[src/rtl/bc_pkg.sv]
// bc_pkg: shared definitions for the bc_arbiter datapath sequencer.
// Holds the state encoding, the control-word layout and the per-state
// control-word constants, plus the Moore decode from state to control word.
package bc_pkg;

  // Eight states fit a 3-bit register exactly.
  typedef enum logic [2:0] {
    IDLE = 3'd0,
    S1   = 3'd1,
    S2   = 3'd2,
    S3   = 3'd3,
    S4   = 3'd4,
    S5   = 3'd5,
    S6   = 3'd6,
    FIN  = 3'd7
  } state_t;

  // Control word, MSB first in the order {M0,LX,M1,M2,LS,LH,H}.
  typedef struct packed {
    logic [1:0] m0;
    logic       lx;
    logic [1:0] m1;
    logic [1:0] m2;
    logic       ls;
    logic       lh;
    logic       h;
  } ctrl_t;

  localparam int CTRL_W = $bits(ctrl_t);

  localparam ctrl_t CW_OFF = '0;
  localparam ctrl_t CW_S1  = '{m0: 2'd0, lx: 1'b1, m1: 2'd0, m2: 2'd0, ls: 1'b0, lh: 1'b0, h: 1'b0};
  localparam ctrl_t CW_S2  = '{m0: 2'd0, lx: 1'b0, m1: 2'd1, m2: 2'd0, ls: 1'b0, lh: 1'b1, h: 1'b1};
  localparam ctrl_t CW_S3  = '{m0: 2'd1, lx: 1'b0, m1: 2'd0, m2: 2'd3, ls: 1'b1, lh: 1'b0, h: 1'b1};
  localparam ctrl_t CW_S4  = '{m0: 2'd2, lx: 1'b0, m1: 2'd0, m2: 2'd0, ls: 1'b0, lh: 1'b1, h: 1'b1};
  localparam ctrl_t CW_S5  = '{m0: 2'd0, lx: 1'b0, m1: 2'd2, m2: 2'd3, ls: 1'b1, lh: 1'b0, h: 1'b0};
  localparam ctrl_t CW_S6  = '{m0: 2'd3, lx: 1'b0, m1: 2'd0, m2: 2'd2, ls: 1'b1, lh: 1'b0, h: 1'b0};

  // Moore decode: the control word depends on the current state only.
  function automatic ctrl_t ctrl_decode(input state_t s);
    ctrl_t cw;
    cw = CW_OFF;
    case (s)
      S1:      cw = CW_S1;
      S2:      cw = CW_S2;
      S3:      cw = CW_S3;
      S4:      cw = CW_S4;
      S5:      cw = CW_S5;
      S6:      cw = CW_S6;
      default: cw = CW_OFF;
    endcase
    return cw;
  endfunction

endpackage

[src/rtl/bc_rr_arbiter.sv]
// bc_rr_arbiter: combinational winner selection for bc_arbiter.
// Default build: round-robin, search starts at last+1 (mod N_REQ).
// With BC_ARB_FIXED_PRIORITY_EN defined: lowest index wins and there is
// no last input.
module bc_rr_arbiter #(
  parameter  int N_REQ = 2,
  localparam int IDX_W = $clog2(N_REQ)
) (
  input  logic [N_REQ-1:0] req,
`ifndef BC_ARB_FIXED_PRIORITY_EN
  input  logic [IDX_W-1:0] last,
`endif
  output logic [N_REQ-1:0] winner
);

  // Isolate the lowest set bit (two's-complement trick).
  function automatic logic [N_REQ-1:0] lowest(input logic [N_REQ-1:0] v);
    return v & (~v + N_REQ'(1));
  endfunction

`ifdef BC_ARB_FIXED_PRIORITY_EN

  // Fixed priority: the lowest requesting index always wins.
  always_comb begin
    winner = lowest(req);
  end

`else

  // Requesters strictly above the last winner get first pick; if none of
  // them is requesting, the search wraps to the lowest requesting index.
  logic [N_REQ-1:0] upper_mask;
  logic [N_REQ-1:0] upper_req;

  for (genvar gi = 0; gi < N_REQ; gi++) begin : g_mask
    assign upper_mask[gi] = (IDX_W'(gi) > last);
  end

  // Pick the first request after last, otherwise wrap around.
  always_comb begin
    upper_req = req & upper_mask;
    if (|upper_req) begin
      winner = lowest(upper_req);
    end else begin
      winner = lowest(req);
    end
  end

`endif

endmodule

[src/rtl/bc_arbiter.sv]
// bc_arbiter: N_REQ requesters share one datapath. A granted operation runs
// S1..S6 then FIN (7 busy cycles); the control word is a Moore decode of the
// state. Requests are only sampled in IDLE.
// Build option: BC_ARB_FIXED_PRIORITY_EN selects fixed lowest-index priority
// instead of round-robin (no last-winner pointer is kept in that case).
module bc_arbiter
  import bc_pkg::*;
#(
  parameter int N_REQ = 2
) (
  input  logic             clk,
  input  logic             reset,
  input  logic [N_REQ-1:0] req,
  output logic [N_REQ-1:0] gnt,
  output logic [N_REQ-1:0] done,
  output logic             busy,
  output logic             LX,
  output logic             LS,
  output logic             LH,
  output logic             H,
  output logic [1:0]       M0,
  output logic [1:0]       M1,
  output logic [1:0]       M2
);

  localparam int IDX_W = $clog2(N_REQ);

  state_t           state;
  state_t           state_next;
  ctrl_t            ctrl;
  logic [N_REQ-1:0] winner;
  logic             start;

  // A new operation starts when any request is seen while idle.
  assign start = (state == IDLE) && (|req);

`ifdef BC_ARB_FIXED_PRIORITY_EN

  bc_rr_arbiter #(.N_REQ(N_REQ)) u_arb (
    .req    (req),
    .winner (winner)
  );

`else

  logic [IDX_W-1:0] last;
  logic [IDX_W-1:0] winner_idx;

  bc_rr_arbiter #(.N_REQ(N_REQ)) u_arb (
    .req    (req),
    .last   (last),
    .winner (winner)
  );

  // Encode the one-hot winner back to an index for the pointer.
  always_comb begin
    winner_idx = '0;
    for (int i = 0; i < N_REQ; i++) begin
      if (winner[i]) winner_idx = IDX_W'(i);
    end
  end

  // Remember the most recent winner; reset value makes requester 0 win first.
  always_ff @(posedge clk or posedge reset) begin
    if (reset) begin
      last <= IDX_W'(N_REQ - 1);
    end else if (start) begin
      last <= winner_idx;
    end
  end

`endif

  // State register.
  always_ff @(posedge clk or posedge reset) begin
    if (reset) begin
      state <= IDLE;
    end else begin
      state <= state_next;
    end
  end

  // Grant is captured at the start edge and held until the return to IDLE.
  always_ff @(posedge clk or posedge reset) begin
    if (reset) begin
      gnt <= '0;
    end else if (start) begin
      gnt <= winner;
    end else if (state == FIN) begin
      gnt <= '0;
    end
  end

  // Next state and Moore outputs decoded from the current state.
  always_comb begin
    state_next = state;
    ctrl       = ctrl_decode(state);
    done       = '0;
    busy       = (state != IDLE);
    case (state)
      IDLE:    if (start) state_next = S1;
      S1:      state_next = S2;
      S2:      state_next = S3;
      S3:      state_next = S4;
      S4:      state_next = S5;
      S5:      state_next = S6;
      S6:      state_next = FIN;
      FIN: begin
        state_next = IDLE;
        done       = gnt;
      end
      default: state_next = IDLE;
    endcase
  end

  assign M0 = ctrl.m0;
  assign LX = ctrl.lx;
  assign M1 = ctrl.m1;
  assign M2 = ctrl.m2;
  assign LS = ctrl.ls;
  assign LH = ctrl.lh;
  assign H  = ctrl.h;

endmodule

[config.mk]
export PLATFORM = sky130hd
export DESIGN_NAME = bc_arbiter
export DESIGN_NICKNAME = d
export VERILOG_FILES = /design/src/rtl/bc_pkg.sv /design/src/rtl/bc_rr_arbiter.sv /design/src/rtl/bc_arbiter.sv
export SDC_FILE = /design/constraint.sdc
export NUM_CORES = 1
export LEC_CHECK = 0
export ABC_AREA = 0
export BUFFER_PORTS_ARGS = -buffer_cell sky130_fd_sc_hd__buf_2
export CAP_MARGIN = 20
export CORE_MARGIN = 2
export CORE_UTILIZATION = 23
export DETAILED_ROUTE_END_ITERATION = 16
export SLEW_MARGIN = 20
export SYNTH_ARGS = -nofsm -noshare
export SYNTH_HDL_FRONTEND = slang
export SYNTH_SLANG_ARGS = --single-unit
[constraint.sdc]
create_clock -name clk -period 1.37 [get_ports clk]
set_input_delay 0.0685 -clock clk [delete_from_list [all_inputs] [get_ports clk]]
set_output_delay 0.0685 -clock clk [all_outputs]
set_load 0.05 [all_outputs]
=== After elaboration in Yosys (flattened, before gate mapping) ===
Index checks and enable logic that the tools add are counted.

* Output and inout port bits: 15
* Bits in registers: 6
* Input bits: 4

* $add $sub $neg: 2
* Bitwise logic cells: 5
* Magnitude comparators: 2
* Reductions and logical operators: 6
* Equality and inequality tests: 8
* Muxes and demuxes: 8

{| class="wikitable"
|+ Operators by type and width
! kind !! number
|-
| $pmux 10 s6 || 1
|-
| $pmux 3 s8 || 1
|-
| $eq 3x3->1 const B || 4
|-
| $mux 2 || 4
|-
| $and 2x2->2 || 3
|-
| $eq 3x2->1 const B || 2
|-
| $add 2x1->2 const B || 2
|-
| $not 2->2 || 2
|-
| $reduce_or 2->1 || 2
|-
| $eq 3x1->1 const B || 1
|-
| $logic_not 3->1 || 1
|-
| $mux 3 || 1
|-
| $reduce_bool 3->1 || 1
|-
| $gt 1x1->1 const A || 2
|-
| $ne 2x2->1 const B || 1
|-
| $reduce_bool 2->1 || 1
|-
| $logic_and 1x1->1 || 1
|-
| $mux 1 || 1
|}

=== Longest topological paths before layout ===
* Depth in word-level cells: 7
* Gate-level depth with buffers: 4
* Gate-level depth less buffers: 2

=== By module ===
From an unflattened synthesis, not the netlist that was laid out.

* Cell total of the unflattened synthesis: 48
* Area total of the unflattened synthesis: 410.4 um2

{| class="wikitable"
|+ By module, submodules not included
! module !! sequential area each (um2) !! cells an instance !! instances !! area an instance (um2)
|-
| bc_arbiter || 151.4 || 45 || 1 || 391.6
|-
| bc_rr_arbiter || 0.0 || 3 || 1 || 18.8
|}

=== Least setup slack after synthesis ===
OpenSTA, ideal clock, no wires.

* Path type: register to output
* From: register state[0]
* To: output port H
* Required time: 1.302 ns
* Buffers on the path: 1
* Arrival time: 1.792 ns
* Stages on the path, launching flop included: 4
* Path slack: -0.490 ns
* Cells stage by stage: dfrtp_1 buf_2 nand2b_1 o21ai_0

* Longest elaborated chain between the ends: 2
* Elaborated cells on any way between the ends: 7
* Classes of those cells: eq/ne (6); mux (1)

{| class="wikitable"
|+ Ends and longest elaborated chain
! item !! RTL line !! source
|-
| start: declaration || bc_arbiter.sv:28 || <nowiki>state_t state;</nowiki>
|-
| start signal: assignment || bc_arbiter.sv:79 || <nowiki>state <= state_next;</nowiki>
|-
| $eq 3x3->1 (tied with other cells) || bc_pkg.sv:43 || <nowiki>case (s)</nowiki>
|-
| $pmux 10 s6 (*) || bc_pkg.sv:43 ||
|-
| end: declaration || bc_arbiter.sv:20 || <nowiki>output logic H,</nowiki>
|}

Every way passes the cells marked *; elsewhere a longest branch is shown, timed or not.

=== Worst setup path after layout ===
* From: register state[0]
* To: output port LS

* Longest elaborated chain between the ends: 2
* Elaborated cells on any way between the ends: 7
* Classes of those cells: eq/ne (6); mux (1)

{| class="wikitable"
|+ Ends and longest elaborated chain
! item !! RTL line !! source
|-
| $eq 3x3->1 (tied with other cells) || bc_pkg.sv:43 ||
|-
| $pmux 10 s6 (*) || bc_pkg.sv:43 ||
|-
| end: declaration || bc_arbiter.sv:18 || <nowiki>output logic LS,</nowiki>
|}

Marks and branches as above.

==> metrics list <==
- Count of flip-flops with a built-in enable after synthesis: 0
- Among all flip-flop cells after synthesis, the most frequent one is sky130_fd_sc_hd__dfrtp_1.
- DR vias/cell: 4.55
- Detailed Route WL: roughly 1.2 mm
- Counting instances, the worst hold path has a depth of 2.
* Synth Area in Simple Gates: 0.287
- Share of the synthesized area in the top cell type: 0.326
- Across all setup checks in the final design, the least slack found is -0.0634 ns.
- Net count of the mapped netlist: 46
* Via count of the first global-routing pass: 417
- Reported max-cap violation count: 0
- Diode count: 0
* Fin crit share: 1.05
- Maximum number of buffers from clock root to sink: 2
* Port Buffers: 18
* Ranking of synthesized cells by instance count: sky130_fd_sc_hd__dfrtp_1 (5), sky130_fd_sc_hd__inv_1 (4), sky130_fd_sc_hd__nor2_1 (4)
* Post-Route Utilization: 0.517
- Clock skew on the completed layout was measured at between 0.01 and 0.015 ns.
* Complex-gate fraction of the synthesized area: 0.104
- Fin crit period: 1.43 ns
* Total number of vias: around 430
- Number of warnings printed during yosys synthesis: 0
- The first global-routing pass estimated ~1.8 mm of wire.
* Fillers: 145
- The biggest area contributor in the post-synthesis netlist is sky130_fd_sc_hd__dfrtp_1.
* Post-synthesis sequential area ratio: 0.394
* Register cell area after layout: roughly 150 um2
* Worst setup EP type: output port
- The netlist uses 24 different library cells.
- For this block, the initial DRC count from the detailed router was 0.
- The tree is rooted in a sky130_fd_sc_hd__clkbuf_4.
* Netlist Area Pre-Place: 384 um2
* Area share of fa/ha/maj cells after synthesis: 0
* Element type at the critical path start: flop
- For this design, the slowest cell found on the critical path is sky130_fd_sc_hd__dfrtp_1.
- Clock latency at the later pin of the worst-skew pair: between 0.2 and 0.3 ns
* Total die area: about 2000 um2
- Post-synthesis instance total: 42
* Final Max Slew Viols: 0
* Post-DR wirelength/cell: approximately 12 um
* Final-stage net count: 84
- Worst-margin pin slew: a little over 0.3 ns
- Headroom to the max-slew limit came out at 0.791.
- Residual antenna-violating net count after detailed routing: 0
- In the final layout, the share of cells above drive strength 1 is 0.671.
* Maximum single-stage delay on the critical path: a little under 0.4 ns
- Initial Utilization: 0.249
- Of all nets on the critical path, the largest fanout is 6.
* HPWL after detailed placement: ~700 um
- Async set-or-reset flop fraction in the synthesized netlist: 1.00
- Routability-driven placement congestion ratio: about 0.73
- Max Freq: around 700 MHz
- By area, the combinational part of the netlist is dominated by simple AND/OR/NAND/NOR gates.
- After routing, the total negative slack on setup checks comes to -0.253 ns.
- The clock net in this run drives a total of 6 sinks.
- Pin count of the biggest net entering global routing: 12
- Horizontal die dimension: approximately 45 um
* DR pass1 iterations: 1
- The area growth from synthesis to layout is 107%.
- Setup repair after global routing could not meet its margin everywhere.
- Setup violations remaining at the end of the flow were counted as 7.
- The die is ~45 um tall.
- Final standard cell area without fillers: 797 um2
- Number of clock buffers inserted by TritonCTS: 3
- The count of endpoints failing hold in the final timing report was 0.
* Area of the multi-input gates: around 260 um2
- After detailed routing, the number of remaining DRC violations is 0.
- FF+latch count, synth: 6
* Top-count cell post-synth: sky130_fd_sc_hd__dfrtp_1
- The flow ran to the end, but the final reports show violations.
- By startpoint and endpoint, the worst setup path is classified as flop to output port.
* Overall Global Routing Usage: 0.131
- Number of cells on the worst reg-to-reg path: 3
* Data required time of the critical path: 1.30 ns
- CORE AREA: 1540 um2
- TritonCTS built the clock tree.
- After global routing the overflow that remains totals 0.
* Area after DPL: about 540 um2
- The number of antenna violations at the first check in global routing was 0.
- Number of placement rows: 14
- The critical path goes through buf_6, and3b_2, a21o_4, buf_8.
- The path class of the tightest hold or removal check is input pin to flop.
- OpenSTA, run right after detailed placement, puts the worst setup slack at between 0.06 and 0.07 ns.
- At the worst endpoint, the arrival time is ~1.4 ns.
* Clock-pin transition on the worst setup and hold timing paths: approximately 0.05 ns
- Dominant cells by area after synthesis: sky130_fd_sc_hd__dfrtp_1 (33%), sky130_fd_sc_hd__dfstp_2 (6.8%), sky130_fd_sc_hd__and2_1 (4.9%)
- The checks that failed: setup timing.
- Of the total synthesized cell area, the portion taken by XOR and XNOR cells is 0.0912.
- IO Count: 19
- In this run the number of H-tree levels came out at 1.
- Mux share of post-synthesis cell area: 0.0261
* Synthesized area divided by synthesized cell count: approximately 9.1 um2
layer usage:
metal / up-vias / routed length (um) / GRT usage
met5: - / 0 / 0
met3: 6 / 51 / 0.0280
li1: 215 / - / -
met2: 10 / 597 / 0.194
met1: 201 / 479 / 0.161
met4: 0 / 45 / 0.112
critical path: cells and delay by family, from the launching register on:
kind / cells / cell delay (ns)
AO/OA/AOI/OAI: 1 / 0.20
buffers and inverters: 2 / 0.29
flip-flops: 1 / 0.39
AND/OR/NAND/NOR: 1 / 0.22
registers in the layout (all words and copies together) (netlist names):
name	cells
gnt	2
last	1
state	3
through the flow:
| stage | std cells | hold WS [ns] |
|---|---|---|
| after global routing | 95 | 0.109 |
| after floorplan | 42 | -0.141 |
| after CTS | 90 | 0.0697 |
| final | 95 | 0.0776 |
| after detailed placement | 78 | -0.00158 |
| after global placement | 78 | -0.0109 |
cell type report:
class                      count  area share
inverter                       4      0.0220
timing repair buffer          37       0.405
tap                           16      0.0251
multi-input combinational     28       0.325
clock buffer                   4      0.0330
sequential                     6       0.190
cell families after synthesis:
| logic type | count (synthesis) |
|---|---|
| AOI/OAI and AO/OA | 5 |
| xor gates and xnor gates | 4 |
| buffers and inverters | 8 |
| DFF | 6 |
| muxes | 1 |
| and+or+nand+nor | 18 |
path summary, 6_finish.rpt:
kind | startpoint | to | slack (ns)
max in group asynchronous | reset | last | 0.84
min in group asynchronous | reset | state[1] | 0.26
worst min register to register | last | last | 0.49
worst max register to register | state[1] | gnt[0] | -0.06
worst min-delay path | req[0] | state[0] | 0.08
worst max-delay path | state[0] | LS | -0.06
layout by cell type, fill, tap and decap left out, types with 2 or more instances in the layout:
cell type,count
sky130_fd_sc_hd__buf_2,7
sky130_fd_sc_hd__buf_4,14
sky130_fd_sc_hd__inv_1,3
sky130_fd_sc_hd__nand2b_1,3
sky130_fd_sc_hd__clkbuf_4,4
sky130_fd_sc_hd__buf_6,12
sky130_fd_sc_hd__nor2_2,3
sky130_fd_sc_hd__buf_8,2
sky130_fd_sc_hd__and2_4,2
sky130_fd_sc_hd__dfrtp_1,5
timing repair:
action / in CTS / in global routing
gates cloned: 0 / 1
pin swaps: 5 / 2
gates resized for setup: 26 / 16
hold buffers: 1 / 0
hold endpoints to repair: 6 / 0
endpoints found under the setup margin: 11 / 14
buffers inserted: 7 / 4
Power is left out: the tool's default activity adds up to more than one toggle a clock period on the data nets, which glitch-free logic cannot reach.
